File: config.mk
export PLATFORM = sky130hd
export DESIGN_NAME = dmem_byte_master
export DESIGN_NICKNAME = d
export VERILOG_FILES = /design/src/rtl/dmem_byte_master_pkg.sv /design/src/rtl/dmem_byte_master_byte_fifo.sv /design/src/rtl/dmem_byte_master.sv
export SDC_FILE = /design/constraint.sdc
export NUM_CORES = 1
export LEC_CHECK = 0
export ABC_AREA = 0
export BUFFER_PORTS_ARGS = -buffer_cell sky130_fd_sc_hd__buf_2
export CORE_UTILIZATION = 47
export DETAILED_ROUTE_END_ITERATION = 6
export PLACE_DENSITY = 0.8
export SYNTH_ARGS = -nofsm -noshare
export SYNTH_HDL_FRONTEND = slang
export SYNTH_SLANG_ARGS = --single-unit
File: constraint.sdc
create_clock -name clk -period 2.76 [get_ports clk]
set_clock_uncertainty 0.15 [all_clocks]
set_input_delay 0.138 -clock clk [delete_from_list [all_inputs] [get_ports clk]]
set_output_delay 0.138 -clock clk [all_outputs]
set_load 0.05 [all_outputs]
File: src/rtl/dmem_byte_master_pkg.sv
// Shared definitions for the data-memory byte-port initiator.
package dmem_byte_master_pkg;

  // Burst controller states.
  typedef enum logic [1:0] {
    ST_IDLE  = 2'd0,
    ST_WRITE = 2'd1,
    ST_READ  = 2'd2,
    ST_DRAIN = 2'd3
  } state_t;

  // Read latency of the data memory unit's debug port.
  localparam int DEFAULT_RD_LATENCY = 2;

endpackage

File: src/rtl/dmem_byte_master_byte_fifo.sv
// Small byte FIFO that holds read returns until the consumer takes them.
// Head is presented combinationally so rd_data tracks the head entry.
module byte_fifo #(
  parameter int DEPTH = 4
) (
  input  logic                     clk,
  input  logic                     srst,
  input  logic                     push,
  input  logic [7:0]               push_data,
  input  logic                     pop,
  output logic [7:0]               pop_data,
  output logic                     full,
  output logic                     empty,
  output logic [$clog2(DEPTH):0]   count
);

  localparam int AW = $clog2(DEPTH);

  logic [7:0]    mem_reg [DEPTH];
  logic [AW-1:0] wr_ptr_reg;
  logic [AW-1:0] rd_ptr_reg;
  logic [AW:0]   count_reg;
  logic          do_push;
  logic          do_pop;

  // A push into a full FIFO is only taken when the head leaves in the same cycle.
  assign do_pop  = pop && (count_reg != '0);
  assign do_push = push && ((count_reg != (AW+1)'(DEPTH)) || do_pop);

  // Storage array, no reset needed on the data itself.
  always_ff @(posedge clk) begin
    if (do_push) begin
      mem_reg[wr_ptr_reg] <= push_data;
    end
  end

  // Pointer and occupancy bookkeeping; pointers wrap naturally (power-of-two depth).
  always_ff @(posedge clk) begin
    if (srst) begin
      wr_ptr_reg <= '0;
      rd_ptr_reg <= '0;
      count_reg  <= '0;
    end else begin
      if (do_push) wr_ptr_reg <= wr_ptr_reg + 1'b1;
      if (do_pop)  rd_ptr_reg <= rd_ptr_reg + 1'b1;
      case ({do_push, do_pop})
        2'b10:   count_reg <= count_reg + 1'b1;
        2'b01:   count_reg <= count_reg - 1'b1;
        default: count_reg <= count_reg;
      endcase
    end
  end

  assign pop_data = mem_reg[rd_ptr_reg];
  assign full     = (count_reg == (AW+1)'(DEPTH));
  assign empty    = (count_reg == '0);
  assign count    = count_reg;

endmodule

File: src/rtl/dmem_byte_master.sv
// Byte-wide initiator for the data memory debug port: turns a host command
// into a burst of single-byte accesses bridged to valid/ready byte streams.
module dmem_byte_master
  import dmem_byte_master_pkg::*;
#(
  parameter int ADDR_WIDTH = 64,
  parameter int LEN_WIDTH  = 16,
  parameter int RD_LATENCY = DEFAULT_RD_LATENCY,
  parameter int FIFO_DEPTH = 4
) (
  input  logic                  clk,
  input  logic                  rst,
  input  logic                  cmd_valid,
  output logic                  cmd_ready,
  input  logic                  cmd_write,
  input  logic [ADDR_WIDTH-1:0] cmd_addr,
  input  logic [LEN_WIDTH-1:0]  cmd_len,
  input  logic                  wr_valid,
  output logic                  wr_ready,
  input  logic [7:0]            wr_data,
  output logic                  rd_valid,
  input  logic                  rd_ready,
  output logic [7:0]            rd_data,
  output logic                  rd_last,
  output logic                  busy,
  output logic                  done,
  output logic                  mem_en,
  output logic                  mem_we,
  output logic [ADDR_WIDTH-1:0] mem_addr,
  output logic [7:0]            mem_din,
  input  logic [7:0]            mem_dout
);

  localparam int CNT_W = $clog2(FIFO_DEPTH) + 1;
  localparam int OUT_W = $clog2(FIFO_DEPTH + RD_LATENCY + 1) + 1;

  state_t                state_reg, state_next;
  logic [ADDR_WIDTH-1:0] addr_reg, addr_next;
  logic [LEN_WIDTH-1:0]  remaining_reg, remaining_next;
  logic [LEN_WIDTH-1:0]  len_reg, len_next;
  logic [LEN_WIDTH-1:0]  delivered_reg, delivered_next;
  logic                  done_reg, done_next;
  logic                  zero_done_reg, zero_done_next;
  logic [RD_LATENCY-1:0] inflight_reg, inflight_next;

  logic                  wr_fire;
  logic                  rd_issue;
  logic                  rd_pop;
  logic [OUT_W-1:0]      outstanding;
  logic [7:0]            fifo_head;
  logic                  fifo_full;
  logic                  fifo_empty;
  logic [CNT_W-1:0]      fifo_count;

  // Read returns; a return lands in the FIFO exactly when its tracking bit exits the shift register.
  byte_fifo #(.DEPTH(FIFO_DEPTH)) u_fifo (
    .clk       (clk),
    .srst      (rst),
    .push      (inflight_reg[RD_LATENCY-1]),
    .push_data (mem_dout),
    .pop       (rd_pop),
    .pop_data  (fifo_head),
    .full      (fifo_full),
    .empty     (fifo_empty),
    .count     (fifo_count)
  );

  // In-flight tracking: one bit per cycle of memory latency.
  assign inflight_next[0] = rd_issue;
  for (genvar gi = 1; gi < RD_LATENCY; gi++) begin : g_inflight
    assign inflight_next[gi] = inflight_reg[gi-1];
  end

  // Credit count: bytes buffered plus bytes still in the memory pipeline.
  always_comb begin
    outstanding = OUT_W'(fifo_count);
    for (int i = 0; i < RD_LATENCY; i++) begin
      outstanding = outstanding + OUT_W'(inflight_reg[i]);
    end
  end

  assign rd_valid = !rst && !fifo_empty;
  assign rd_data  = rd_valid ? fifo_head : 8'h00;
  assign rd_last  = rd_valid && (delivered_reg == len_reg - LEN_WIDTH'(1));
  assign rd_pop   = rd_valid && rd_ready;
  assign busy     = !rst && (state_reg != ST_IDLE);
  assign done     = !rst && done_reg;
  assign mem_en   = wr_fire || rd_issue;
  assign mem_we   = wr_fire;
  assign mem_addr = mem_en ? addr_reg : '0;
  assign mem_din  = wr_fire ? wr_data : 8'h00;

  // State and burst bookkeeping registers.
  always_ff @(posedge clk) begin
    if (rst) begin
      state_reg     <= ST_IDLE;
      addr_reg      <= '0;
      remaining_reg <= '0;
      len_reg       <= '0;
      delivered_reg <= '0;
      done_reg      <= 1'b0;
      zero_done_reg <= 1'b0;
      inflight_reg  <= '0;
    end else begin
      state_reg     <= state_next;
      addr_reg      <= addr_next;
      remaining_reg <= remaining_next;
      len_reg       <= len_next;
      delivered_reg <= delivered_next;
      done_reg      <= done_next;
      zero_done_reg <= zero_done_next;
      inflight_reg  <= inflight_next;
    end
  end

  // Next-state and handshake logic; everything is held quiet while reset is asserted.
  always_comb begin
    state_next     = state_reg;
    addr_next      = addr_reg;
    remaining_next = remaining_reg;
    len_next       = len_reg;
    delivered_next = rd_pop ? delivered_reg + LEN_WIDTH'(1) : delivered_reg;
    done_next      = 1'b0;
    zero_done_next = 1'b0;
    cmd_ready      = 1'b0;
    wr_ready       = 1'b0;
    wr_fire        = 1'b0;
    rd_issue       = 1'b0;
    if (!rst) begin
      case (state_reg)
        ST_IDLE: begin
          // The done cycle of a zero-length command refuses a new command.
          cmd_ready = !zero_done_reg;
          if (cmd_valid && !zero_done_reg) begin
            addr_next      = cmd_addr;
            remaining_next = cmd_len;
            len_next       = cmd_len;
            delivered_next = '0;
            if (cmd_len == '0) begin
              done_next      = 1'b1;
              zero_done_next = 1'b1;
            end else begin
              state_next = cmd_write ? ST_WRITE : ST_READ;
            end
          end
        end
        ST_WRITE: begin
          wr_ready = 1'b1;
          wr_fire  = wr_valid;
          if (wr_valid) begin
            addr_next      = addr_reg + ADDR_WIDTH'(1);
            remaining_next = remaining_reg - LEN_WIDTH'(1);
            if (remaining_reg == LEN_WIDTH'(1)) begin
              state_next = ST_IDLE;
              done_next  = 1'b1;
            end
          end
        end
        ST_READ: begin
          // Only issue when the FIFO is guaranteed room for the return.
          rd_issue = (remaining_reg != '0) && (outstanding < OUT_W'(FIFO_DEPTH)) && !fifo_full;
          if (rd_issue) begin
            addr_next      = addr_reg + ADDR_WIDTH'(1);
            remaining_next = remaining_reg - LEN_WIDTH'(1);
            if (remaining_reg == LEN_WIDTH'(1)) begin
              state_next = ST_DRAIN;
            end
          end
        end
        ST_DRAIN: begin
          // The final byte leaving the FIFO implies nothing remains in flight.
          if (rd_pop && rd_last) begin
            state_next = ST_IDLE;
            done_next  = 1'b1;
          end
        end
        default: state_next = ST_IDLE;
      endcase
    end
  end

endmodule

# [Yosys cells after proc, flatten, opt, wreduce, memory -nomap -nowiden]
# Memory sizes are Yosys's and may differ from the RTL's. A register that Yosys moved wholly into a read port is not among the register bits.
# Index checks and enable logic that the tools add are counted.
[classes] mux=42 reduce_logical=29 bitwise=1 order_cmp=1 eq_ne=16 addsub=10
[op_table] cell="64-bit two-way mux" count=4
[op_table] cell="64-bit one-hot mux with 3 select lines" count=1
[op_table] cell="16-bit two-way mux" count=6
[op_table] cell="64-bit by 1-bit adder with 64-bit output, second input constant" count=1
[op_table] cell="16-bit one-hot mux with 3 select lines" count=1
[op_table] cell="16-bit by 1-bit subtractor with 16-bit output, second input constant" count=2
[op_table] cell="2-bit two-way mux" count=10
[op_table] cell="16-bit by 1-bit adder with 16-bit output, second input constant" count=1
[op_table] cell="16-bit by 1-bit == test with 1-bit output, second input constant" count=1
[op_table] cell="16-bit == test" count=1
[op_table] cell="16-bit zero test" count=1
[op_table] cell="8-bit two-way mux" count=2
[op_table] cell="16-bit nonzero test" count=1
[op_table] cell="1-bit two-way mux" count=15
[op_table] cell="2-bit != test, second input constant" count=7
[op_table] cell="1-bit logical AND" count=11
[op_table] cell="2-bit one-hot mux with 4 select lines" count=1
[op_table] cell="7-bit AND reduction" count=1
[op_table] cell="2-bit == test, second input constant" count=3
[op_table] cell="3-bit one-hot mux with 2 select lines" count=1
[op_table] cell="3-bit nonzero test" count=2
[op_table] cell="2-bit by 1-bit adder with 2-bit output, second input constant" count=2
[op_table] cell="3-bit by 1-bit adder with 4-bit output" count=1
[op_table] cell="4-bit by 1-bit adder with 4-bit output" count=1
[op_table] cell="16 further kinds" count=22
[totals] elab_cells=111 in_bits=102 reg_bits=125 memories=1 mem_bits_rw=32
[memory_table] name="u_fifo.mem_reg" words=4 word_bits=8 rd=1 rd_ports_with_merged_regs=1 wr=1 line="dmem_byte_master_byte_fifo.sv:19" text="logic [7:0] mem_reg [DEPTH];"

# [Logic depth before layout (Yosys ltp)]
[logic_depth] depth_word=9 depth_mapped=10 ltp_nobuf=9

# [Hierarchy]
# Synthesis repeated with hierarchy kept, for this count alone.
[hier_totals] hier_cells=1211 area_unflattened_um2=9699.3
[by_module_without_submodules] module="dmem_byte_master" area_per_inst_um2=7961.4 cells_each=1102 seq_area_each_um2=2362.3 n_inst=1
[by_module_without_submodules] module="byte_fifo" area_per_inst_um2=1737.9 cells_each=109 seq_area_each_um2=1141.1 n_inst=1

# [Worst setup path before layout]
# No wires, ideal clock.
[synth_timing] path_kind="register to register" startpoint="reg len_reg[0]" endpoint="reg done_reg" n_path_buf=0 stages_incl_launch_ff=10 setup_slack_ns=-0.450 required_time_ns=2.531 arrival_ns=2.980 synth_period_minus_slack_ns=3.210 path_cell_list="dfxtp_1 inv_1 ha_1 xor2_1 nand4_1 nor4_1 nand4_1 a2111oi_2 a31oi_1 nor3_1"
[synth_between] elab_chain_len=6
[synth_rtl] element="from (decl)" line="dmem_byte_master.sv:40" text="logic [LEN_WIDTH-1:0] len_reg, len_next;"
[synth_rtl] element="from (signal assigned)" line="dmem_byte_master.sv:108" text="len_reg <= len_next;"
[synth_rtl] element="16-bit by 1-bit subtractor with 16-bit output" line="dmem_byte_master.sv:84" text="assign rd_last = rd_valid && (delivered_reg == len_reg - LEN_WIDTH'(1));"
[synth_rtl] element="16-bit == test" line="dmem_byte_master.sv:84"
[synth_rtl] element="1-bit logical AND" line="dmem_byte_master.sv:84"
[synth_rtl] element="named net rd_last" line="dmem_byte_master.sv:24" text="output logic rd_last,"
[synth_rtl] element="1-bit logical AND" line="dmem_byte_master.sv:172" text="if (rd_pop && rd_last) begin"
[synth_rtl] element="1-bit two-way mux" line="dmem_byte_master.sv:172"
[synth_rtl] element="1-bit one-hot mux with 3 select lines" line="dmem_byte_master.sv:130" text="case (state_reg)"
[synth_rtl] element="to (signal assigned)" line="dmem_byte_master.sv:110" text="done_reg <= done_next;"
[synth_rtl] element="to (decl)" line="dmem_byte_master.sv:42" text="logic done_reg, done_next;"
# The timed path passes the listed nets, and every way through them passes these cells.
# A chain may end at the register's enable or synchronous reset.

# [Worst setup path in the final report]
[layout_timing] startpoint="reg u_fifo.count_reg[0], in the netlist u_fifo.count[0]" endpoint="reg addr_reg[31]"
[layout_between] elab_chain_len=7 word_cells_on_any_way=9 cone_classes="add/sub: 2; order compare: 1; eq/ne: 2; reduce/logical: 4"
[layout_rtl] element="from (decl)" line="dmem_byte_master_byte_fifo.sv:22" text="logic [AW:0] count_reg;"
[layout_rtl] element="from (signal assigned)" line="dmem_byte_master_byte_fifo.sv:47" text="2'b10: count_reg <= count_reg + 1'b1;"
[layout_rtl] element="from (signal assigned)" line="dmem_byte_master_byte_fifo.sv:48" text="2'b01: count_reg <= count_reg - 1'b1;"
[layout_rtl] element="from (signal assigned)" line="dmem_byte_master_byte_fifo.sv:49" text="default: count_reg <= count_reg;"
[layout_rtl] element="3-bit by 1-bit adder with 4-bit output" line="dmem_byte_master.sv:78" text="outstanding = outstanding + OUT_W'(inflight_reg[i]);"
[layout_rtl] element="4-bit by 1-bit adder with 4-bit output" line="dmem_byte_master.sv:78"
[layout_rtl] element="4-bit by 3-bit < comparator with 1-bit output" line="dmem_byte_master.sv:161" text="rd_issue = (remaining_reg != '0) && (outstanding < OUT_W'(FIFO_DEPTH)) && !fifo_full;"
[layout_rtl] element="1-bit logical AND" line="dmem_byte_master.sv:161"
[layout_rtl] element="1-bit logical AND *" line="dmem_byte_master.sv:161"
[layout_rtl] element="2-bit != test (no source line) *"
[layout_rtl] element="4-bit AND reduction (no source line) *"
[layout_rtl] element="to (signal assigned)" line="dmem_byte_master.sv:106" text="addr_reg <= addr_next;"
[layout_rtl] element="to (decl)" line="dmem_byte_master.sv:38" text="logic [ADDR_WIDTH-1:0] addr_reg, addr_next;"
# Mark *: on every way between the ends. The rest lies on a longest branch, timed or not.

==> impl_metrics.py <==
metrics = {
    "grt": {
        "globalRouteMet1Util": 0.3564,
        "grt_pass1_wl_um": 47570,
        "grtUsageTotal": 0.2904,
        "use_met2": 0.4717,
        "grt_pass1_vias": 9712,
        "grt.overflow.total": 0,
        "busiest_layer": "met2",
        "antenna_found_initial": 1,
        "grt_start_max_net_pins": 121,
        "met3_usage": 0.06746,
    },
    "layout": {
        "post_route_cells_drive_above_1_share": 0.2744,
        "multiInputGateArea_um2": 6316,
        "largest_reg_flops": 64,
        "fillers": 1374,
        "seq_area_um2": 3511,
        "fin_cells": 1753,
        "final_common_cell": "nand2_1",
        "final_cell_mix": "146 x nand2_1, 123 x dfxtp_1, 122 x buf_2",
        "area_delta_synth_final_pct": 43.87,
        "final_nets": 1592,
    },
    "critical_path": {
        "required_ns": 2.95,
        "critPathKind": "reg -> reg",
        "critical_path.max_fanout": 48,
        "worstSetupEndpointType": "flip-flop",
        "cp.arrival_ns": 3.10,
        "cp-start-kind": "flip-flop",
    },
    "routing": {
        "drtAntennaViolNets": 0,
        "drc_errors": 0,
        "wl_per_cell_um": 20.80,
        "dr.first_iter.drc_count": 1501,
        "dr.pass1.iters": 7,
        "vias_per_cell": 6.328,
        "routed_wl_um": 36460,
        "vias": 11090,
    },
    "placement": {
        "dp.cells": 1615,
        "hpwlAfterDp_um": 19420,
        "io_buffers": 189,
        "globalplace.congestion": 0.9208,
    },
    "outcome": {
        "violations": "negative hold slack, negative setup slack",
        "status": "finished with violations",
    },
    "pwr": {
        "ir_worst_vdd_uv": 749.7,
        "powerDensity_nw_per_um2": 969.7,
        "p_leak_nw": 5.229,
        "finalPower_mw": 13.38,
    },
    "yosys": {
        "synth_simple_gate_area_frac": 0.3107,
        "syn_inst": 1210,
        "synth_xor_area_frac": 0.03379,
        "async_reset_ff_frac": 0,
        "synth.yosys.seq_area_share": 0.3652,
        "syn-num-nets": 1328,
        "synth_adder_area_share": 0.02165,
        "syn_area_per_cell_um2": 7.927,
        "synth-compound-area-share": 0.2002,
        "yosys_register_bits": 159,
        "muxShareOfSynthArea": 0.02218,
        "synth.distinct_cells": 70,
        "synth_edf_count": 32,
        "synth_top_family_by_area": "simple AND/OR/NAND/NOR gates",
        "synth_ff_type": "dfxtp_1",
        "syn_area_um2": 9592,
        "yosysWarnings": 0,
    },
    "die": {
        "rows": 51,
        "io_pins": 190,
        "die_w_um": 144.9,
        "fp.dieArea_um2": 20980,
        "die_y_um": 144.9,
        "start_util": 0.4865,
        "coreArea_um2": 19720,
    },
    "clock_network": {
        "numCtsBuffers": 17,
        "clockBufferDepth": 2,
        "cts_tree": "built",
        "clock-sinks": 159,
        "root_buffer": "clkbuf_16",
        "clkTransAtPathRegs_ns": 0.07,
        "clk_latency_ns": 0.44,
        "cts-htree-levels": 4,
    },
    "sta": {
        "final.min_clock_period_ns": 2.913,
        "setup_ws_ns": -0.1526,
        "min_period_over_period": 1.055,
        "relSlewSlack": 0.2903,
        "rsz0062_at_grt": "yes",
        "worstMarginPinSlew_ns": 1.065,
        "fmax_mhz": 343.3,
        "hold_ws_ns": -0.0009576,
        "hold_violations": 1,
        "final-setup-viol-count": 39,
        "slew_viol_final": 0,
    },
    "hold_path": {
        "hold_class": "in -> reg",
    },
    "job": {
        "maxCapViolCount": 0,
    },
}
-- cell usage after synthesis (6+ instances only) --
cell	number	share of area
nand2_1	146	0.057
dfxtp_1	127	0.27
nor2_1	103	0.040
a21oi_1	97	0.051
nor2b_1	75	0.049
o21ai_0	71	0.037
clkbuf_1	68	0.027
nand3_1	55	0.029
nor3_1	38	0.020
edfxtp_1	32	0.10
and3_1	31	0.020
inv_1	30	0.012
a211oi_1	23	0.018
nand4_1	23	0.015
xnor2_1	23	0.021
and2_1	22	0.014
nor4_1	20	0.013
a22oi_1	18	0.014
ha_1	15	0.020
xor2_1	14	0.013
a31oi_1	13	0.0085
and4_1	12	0.011
o22ai_1	12	0.0078
a21o_1	11	0.0086
o31ai_1	10	0.0078
mux4_2	8	0.019
buf_2	7	0.0037
o2bb2ai_1	7	0.0064
o32ai_1	7	0.0064
or3_1	7	0.0046
buf_1	6	0.0023
nor4b_1	6	0.0055
-- per-layer routing --
metal / share of wire / wire (um)
met1: 0.37 / 13460
met5: 0 / 0
met2: 0.45 / 16580
met3: 0.11 / 4191
met4: 0.061 / 2226
-- worst max-delay path: stages, from the launching register on --
cell and delay, ns:
dfxtp_4 0.35, ha_4 0.23, a21o_1 0.15, a21oi_2 0.21, o21ai_2 0.10, buf_4 0.14
buf_4 0.14, a211o_1 0.32, buf_12 0.20, a21oi_1 0.38, o221a_2 0.42
-- worst paths after layout --
kind / to / slack [ns] / cells past startpoint / start
worst max-delay path: addr_reg[31]$_SDFFE_PP0P_ / -0.15 / 10 / u_fifo.count[0]$_SDFFE_PP0P_
worst min register to register: remaining_reg[15]$_SDFFE_PP0P_ / 0.33 / 2 / remaining_reg[15]$_SDFFE_PP0P_
worst max register to register: addr_reg[31]$_SDFFE_PP0P_ / -0.15 / 10 / u_fifo.count[0]$_SDFFE_PP0P_
worst min-delay path: addr_reg[58]$_SDFFE_PP0P_ / -0.001 / 4 / cmd_addr[58]
-- repair_timing --
item | 4_1_cts | 5_1_grt
endpoints found under the hold margin | 119 | 0
setup endpoints to repair | 66 | 94
resized for setup | 87 | 234
cloned | 1 | 7
pin swaps | 8 | 14
hold buffers | 80 | 0
setup buffers | 7 | 10
-- cells by family (layout without fill, tap and decap cells) --
kind of cell	after synthesis	after routing
adders and majority gates	16	16
AOI/OAI and AO/OA	306	306
xor gates and xnor gates	37	37
DFF	159	159
and+or+nand+nor	567	567
muxes	11	11
buffers and inverters	114	391
other	0	1
-- stage by stage --
step,setup slack [ns],TNS [ns],cell area (um2),hold slack [ns],utilization
2_1_floorplan,-0.06673,-0.06673,9607,0.07526,-
3_3_place_gp,0.1655,0,10940,0.2023,0.5548
3_5_place_dp,0.07973,0,10940,0.2030,0.5548
4_1_cts,-0.05213,-0.05213,12670,0.002421,0.6425
5_1_grt,-0.4011,-4.561,13800,0.03764,0.6999
6_report,-0.1526,-0.9373,13800,-0.0009576,0.6999
-- cell type report --
type	instances	share of cell area
tap	265	0.02403
antenna	1	0.0001813
multi-input combinational	937	0.4577
clock inverter	15	0.01224
inverter	30	0.008160
clock buffer	17	0.03083
sequential	159	0.2544
timing repair buffer	329	0.2124
-- report_power, final --
group | switching (mW) | leakage, nW | internal (mW) | total (mW)
Sequential | 0.813 | 1.33 | 2.95 | 3.76
Clock | 1.14 | 0.282 | 1.29 | 2.43
Combinational | 4.32 | 3.61 | 2.88 | 7.20
Total | 6.27 | 5.23 | 7.11 | 13.4
(Power assumes the default switching activity.)
